File: config.mk
export PLATFORM = sky130hd
export DESIGN_NAME = mole_scheduler
export DESIGN_NICKNAME = d
export VERILOG_FILES = /design/src/rtl/mole_scheduler.sv
export SDC_FILE = /design/constraint.sdc
export NUM_CORES = 1
export LEC_CHECK = 0
export BUFFER_PORTS_ARGS = -buffer_cell sky130_fd_sc_hd__buf_2
export CAP_MARGIN = 30
export CORE_MARGIN = 3
export CORE_UTILIZATION = 57
export CTS_BUF_LIST = sky130_fd_sc_hd__clkbuf_4
export DETAILED_ROUTE_END_ITERATION = 8
export PLACE_DENSITY = 0.87
export SYNTH_ARGS = -nofsm -noshare
export SYNTH_HDL_FRONTEND = slang
export SYNTH_SLANG_ARGS = --single-unit
File: constraint.sdc
create_clock -name clk -period 2.5 [get_ports clk]
set_input_delay 0.375 -clock clk [delete_from_list [all_inputs] [get_ports clk]]
set_output_delay 0.375 -clock clk [all_outputs]
set_load 0.02 [all_outputs]
File: src/rtl/mole_scheduler.sv
// Whack-a-mole game-flow controller: picks mole holes from a free-running LFSR,
// times each mole's visibility window and turns guess feedback into hits/misses.
module mole_scheduler #(
    parameter int TICK_DIV   = 50000000,
    parameter int BASE_TICKS = 8,
    parameter int MIN_TICKS  = 2,
    parameter int GAP_TICKS  = 2,
    parameter int MAX_MISSES = 3
) (
    input  logic       clk,
    input  logic       rst_n,
    input  logic       start,
    input  logic [7:0] score,
    input  logic       guess_correct,
    input  logic       guess_wrong,
    output logic [2:0] mole_pos,
    output logic       mole_change,
    output logic       mole_visible,
    output logic [1:0] misses,
    output logic       game_over
);

    localparam int DIV_W = (TICK_DIV > 1) ? $clog2(TICK_DIV) : 1;
    localparam logic [DIV_W-1:0] DIV_LAST = DIV_W'(TICK_DIV - 1);
    localparam logic signed [8:0] BASE_S = 9'(BASE_TICKS);
    localparam logic signed [8:0] MIN_S  = 9'(MIN_TICKS);
    localparam logic [7:0] GAP_LOAD   = 8'(GAP_TICKS);
    localparam logic [1:0] MISS_LIMIT = 2'(MAX_MISSES);

    localparam logic [2:0] S_IDLE  = 3'd0;
    localparam logic [2:0] S_SPAWN = 3'd1;
    localparam logic [2:0] S_UP    = 3'd2;
    localparam logic [2:0] S_GAP   = 3'd3;
    localparam logic [2:0] S_OVER  = 3'd4;

    logic [2:0]        state;
    logic [2:0]        next_state;
    logic [7:0]        lfsr;
    logic              lfsr_fb;
    logic [DIV_W-1:0]  div_cnt;
    logic              tick;
    logic [7:0]        life_cnt;
    logic [7:0]        gap_cnt;
    logic              gc_q;
    logic              gw_q;
    logic              hit;
    logic              wrong;
    logic              timeout;
    logic              miss_event;
    logic [1:0]        misses_inc;
    logic signed [8:0] life_raw;
    logic [7:0]        life_val;
    logic [2:0]        cand;

    assign lfsr_fb    = lfsr[7] ^ lfsr[5] ^ lfsr[4] ^ lfsr[3];
    assign tick       = (div_cnt == DIV_LAST);
    assign hit        = guess_correct & ~gc_q;
    assign wrong      = guess_wrong & ~gw_q;
    assign timeout    = tick && (life_cnt == 8'd1);
    // A hit always wins over a simultaneous wrong guess or timeout.
    assign miss_event = (state == S_UP) && !hit && (wrong || timeout);
    assign misses_inc = misses + 2'd1;

    assign mole_visible = (state == S_UP);
    assign game_over    = (state == S_OVER);

    // Signed so a large score drives the raw lifetime negative instead of wrapping.
    always_comb begin
        life_raw = BASE_S - $signed({3'b000, score[7:2]});
        life_val = (life_raw < MIN_S) ? MIN_S[7:0] : life_raw[7:0];
    end

    always_comb begin
        cand = lfsr[2:0];
        if (cand == mole_pos) begin
            cand = lfsr[2:0] + 3'd1;
        end
    end

    always_comb begin
        next_state = state;
        case (state)
            S_IDLE:  if (start) next_state = S_SPAWN;
            S_SPAWN: next_state = S_UP;
            S_UP: begin
                if (hit) begin
                    next_state = S_GAP;
                end else if (miss_event) begin
                    next_state = (misses_inc == MISS_LIMIT) ? S_OVER : S_GAP;
                end
            end
            S_GAP:   if (tick && (gap_cnt == 8'd1)) next_state = S_SPAWN;
            S_OVER:  if (start) next_state = S_SPAWN;
            default: next_state = S_IDLE;
        endcase
    end

    // mole_pos is registered on entry to SPAWN so it is valid alongside the strobe.
    always_ff @(posedge clk or negedge rst_n) begin
        if (!rst_n) begin
            state       <= S_IDLE;
            lfsr        <= 8'hA5;
            div_cnt     <= '0;
            life_cnt    <= 8'd0;
            gap_cnt     <= 8'd0;
            gc_q        <= 1'b0;
            gw_q        <= 1'b0;
            mole_pos    <= 3'd0;
            mole_change <= 1'b0;
            misses      <= 2'd0;
        end else begin
            state <= next_state;
            lfsr  <= {lfsr[6:0], lfsr_fb};
            gc_q  <= guess_correct;
            gw_q  <= guess_wrong;

            if ((next_state != state) || tick) begin
                div_cnt <= '0;
            end else begin
                div_cnt <= div_cnt + 1'b1;
            end

            mole_change <= (next_state == S_SPAWN);
            if (next_state == S_SPAWN) begin
                mole_pos <= cand;
            end

            if (state == S_SPAWN) begin
                life_cnt <= life_val;
            end else if ((state == S_UP) && tick && (next_state == S_UP)) begin
                life_cnt <= life_cnt - 8'd1;
            end

            if ((state != S_GAP) && (next_state == S_GAP)) begin
                gap_cnt <= GAP_LOAD;
            end else if ((state == S_GAP) && tick) begin
                gap_cnt <= gap_cnt - 8'd1;
            end

            if ((state == S_OVER) && start) begin
                misses <= 2'd0;
            end else if (miss_event) begin
                misses <= misses_inc;
            end
        end
    end

endmodule

==> impl_summary.txt <==
----------------------------------------------------
[Global route]
  Vias in the first global route ... 2545
  Global-route wire length before repair ... 11230 um
  GRT Util Overall ... 0.2188
  Largest net degree at the start of global routing ... 62
  Initial antenna violation count ... 0
  Total grt overflow ... 0

[Power and ir drop]
  Static leakage ... 1.762 nW
  Power density over the cells ... 486.8 mW/mm^2
  IR Drop Worst-Case VDD ... 0.3450 mV

[Min path]
  Worst hold path class ... in2reg
  Hold Path Stages ... 1

[Clock network]
  Sink Count ... 61
  Number of levels in the clock H-tree ... 3
  Number of buffers added by the clock tree synthesis step ... 9
  Worst-skew pair later-pin latency ... 0.42 ns
  Cell at the root of the clock tree ... clkbuf_4
  Clock edge transition at the registers on the reported setup and hold paths ... 0.11 ns
  Max Root-Sink Buffers ... 2
  CTS tree ... yes
  Number of hold buffers added after cts ... 0

[Synthesis]
  Number of synthesized flops with an enable pin ... 0
  Synthesized instance count ... 333
  Mean instance size in the synthesized netlist ... 10.08 um^2
  Ys flop type ... dfrtp_1
  Fraction of synthesis flops using an asynchronous set or reset pin ... 1.000
  Sequential area share after synthesis ... 0.4560
  Post-synthesis cell type with the largest combined area ... dfrtp_1
  Commonest cells in the netlist ... dfrtp_1 (57), nor2_1 (43), xor2_1 (32)
  Largest cells by area after synthesis ... dfrtp_1 (42%), xor2_1 (8.3%), nor2_1 (4.8%), xnor2_1 (3.7%), ha_1 (3.4%)
  Syn. warnings ... 0
  Post-synthesis sequential element count ... 61
  Fraction of synthesized cell area taken by the top area cell type ... 0.4247
  Leading cell type by number of instances after synthesis ... dfrtp_1
  Post-Synthesis Net Count ... 355
  Unique masters post-synth ... 66
  Post-synth design cell area ... 0.003358 mm^2

[Floorplanning]
  Number of cell rows ... 27
  Die Span X ... 82.76 um
  Die Area ... 0.006848 mm^2
  Height of the chip ... 82.76 um
  Number of primary I/O pins ... 21
  Starting density of the core ... 0.5988
  Area inside the core boundary ... 0.005608 mm^2

[STA]
  Setup clock skew after layout ... 0.01800 ns
  Upper clock frequency limit ... 0.4003 GHz
  RSZ-0062 raised after global routing ... true
  Final Slew Violations ... 0
  Portion of the clock cycle consumed by the worst path in the final layout ... 0.9993
  Final hold slack ... 0.08953 ns
  Transition time at the pin with the least slew margin ... 0.7459 ns
  # setup viols final ... 0
  Final number of hold-violating endpoints ... 0
  Slew Limit Headroom ... 0.5027
  Min Tclk post-route ... 2.498 ns

[Finish]
  Count of inserted antenna diode cells ... 0
  Final net count ... 391
  Share of final-layout standard cells stronger than drive strength 1 ... 0.2086
  Area growth, synth to finish ... 13.30%
  Core Util, Final ... 0.6785
  Filler Cell Count ... 432

[Worst setup path]
  Worst endpoint required time ... 2.82 ns
  Critical path launch point type ... flip-flop
  Data arrival, critical path ... 2.81 ns
  Type of destination of the critical path ... flip-flop
  R2R cell count ... 8
  Maximum fanout along the worst path ... 4
  Category of the critical setup timing path ... reg2reg

[Route]
  Vias per Instance ... 5.753
  Length of the first detailed-routing pass in iterations ... 4
  Drt first-iter violations ... 148
  Drt drc ... 0
  Routed vias ... 2566
  Total wire length after detailed routing ... 6808 um
  Avg WL per Cell ... 15.26 um
  Number of nets with antenna violations after detailed routing ... 0

[Placement]
  Global placer's final weighted congestion ... 0.8038
  Estimated wirelength of the detail-placed design ... 4611 um
  Number of I/O port buffers ... 18

[Job]
  Max-cap violations ... 0

[Outcome]
  Outcome ... finished, final reports clean

----------------------------------------------------
-- through the flow --
stage	setup WS, ns	instances	TNS [ns]	instance area, um^2	total power [mW]
3_5_place_dp	-0.03157	426	-0.05160	3561	1.096
2_1_floorplan	0.09628	333	0	3358	1.051
3_3_place_gp	0.07110	426	0	3561	1.091
4_1_cts	0.02763	442	0	3729	1.873
5_1_grt	-0.1080	446	-0.2275	3805	1.923
6_report	0.001649	446	0	3805	1.852
-- timing repair --
action | in CTS | in global routing
pin swaps | 2 | 5
setup buffers | 0 | 4
endpoints found under the setup margin | 2 | 10
gates resized for setup | 2 | 8
-- cell type report --
class,count,area (um^2),area share
Clock buffer,9,67.56,0.01776
Clock inverter,7,90.09,0.02368
Inverter,12,45.04,0.01184
Multi-Input combinational cell,253,1785,0.4693
Sequential cell,61,1531,0.4025
Tap cell,72,90.09,0.02368
Timing Repair Buffer,32,195.2,0.05130
-- logic make-up after synthesis --
kind of cell    synth area share
mux                      0.01230
xor+xnor                  0.1200
compound gates           0.09426
fa+ha+maj                0.03353
buf+inv                  0.02906
simple gates              0.2548
flops                     0.4560
-- flip-flops by register name, summed over array words and instances, names as in the netlist --
signal and count:
div_cnt 26, gap_cnt 8, gc_q 1, gw_q 1, lfsr 8, life_cnt 8
misses 2, mole_change 1, mole_pos 3, state 3
-- report_power, final --
part	internal (mW)	leakage, nW	switching, mW	total, mW
sequential	0.992	0.791	0.00554	0.997
combinational	0.0294	0.897	0.0507	0.0801
clock	0.398	0.0732	0.377	0.775
-- worst paths after layout --
kind                                    end         from  slack (ns)
worst max-delay path            mole_pos[0]  life_cnt[1]       0.002
worst min-delay path                   gw_q  guess_wrong        0.09
worst max register to register  mole_pos[0]  life_cnt[1]       0.002
worst min register to register      lfsr[7]      lfsr[6]        0.38
max in group asynchronous       life_cnt[0]        rst_n        1.91
min in group asynchronous        gap_cnt[3]        rst_n        0.10
-- critical path, cell delays in order (launching register included) --
cell and delay [ns]:
dfrtp_1 0.42, inv_2 0.09, ha_4 0.12, or3b_4 0.37, or3_4 0.41, nor3_4 0.25, o211ai_2 0.14, and4b_2 0.29
mux2_4 0.31
-- placed cells by master (no fill, tap or decap), drive strengths merged, types with 4 or more instances in the layout --
cell and count:
nand3 14, clkbuf 9, and4 4, dfrtp 57, inv 12, or3 10
nand2 22, or2 6, nor2 43, buf 32, xnor2 14, and3 6
xor2 32, nand4 8, a21oi 14, nor3 6, dfstp 4, ha 9
nor4 4, o21ai 12
-- metal layers --
metal	vias up	part of all wire	routed length (um)	global-route usage
met2	68	0.51	3442	0.3534
met1	1245	0.43	2900	0.2653
met5	-	0	0	0
met4	0	0.026	174	0.1389
li1	1237	-	-	-
met3	16	0.043	291	0.04555
(Power assumes the default switching activity.)
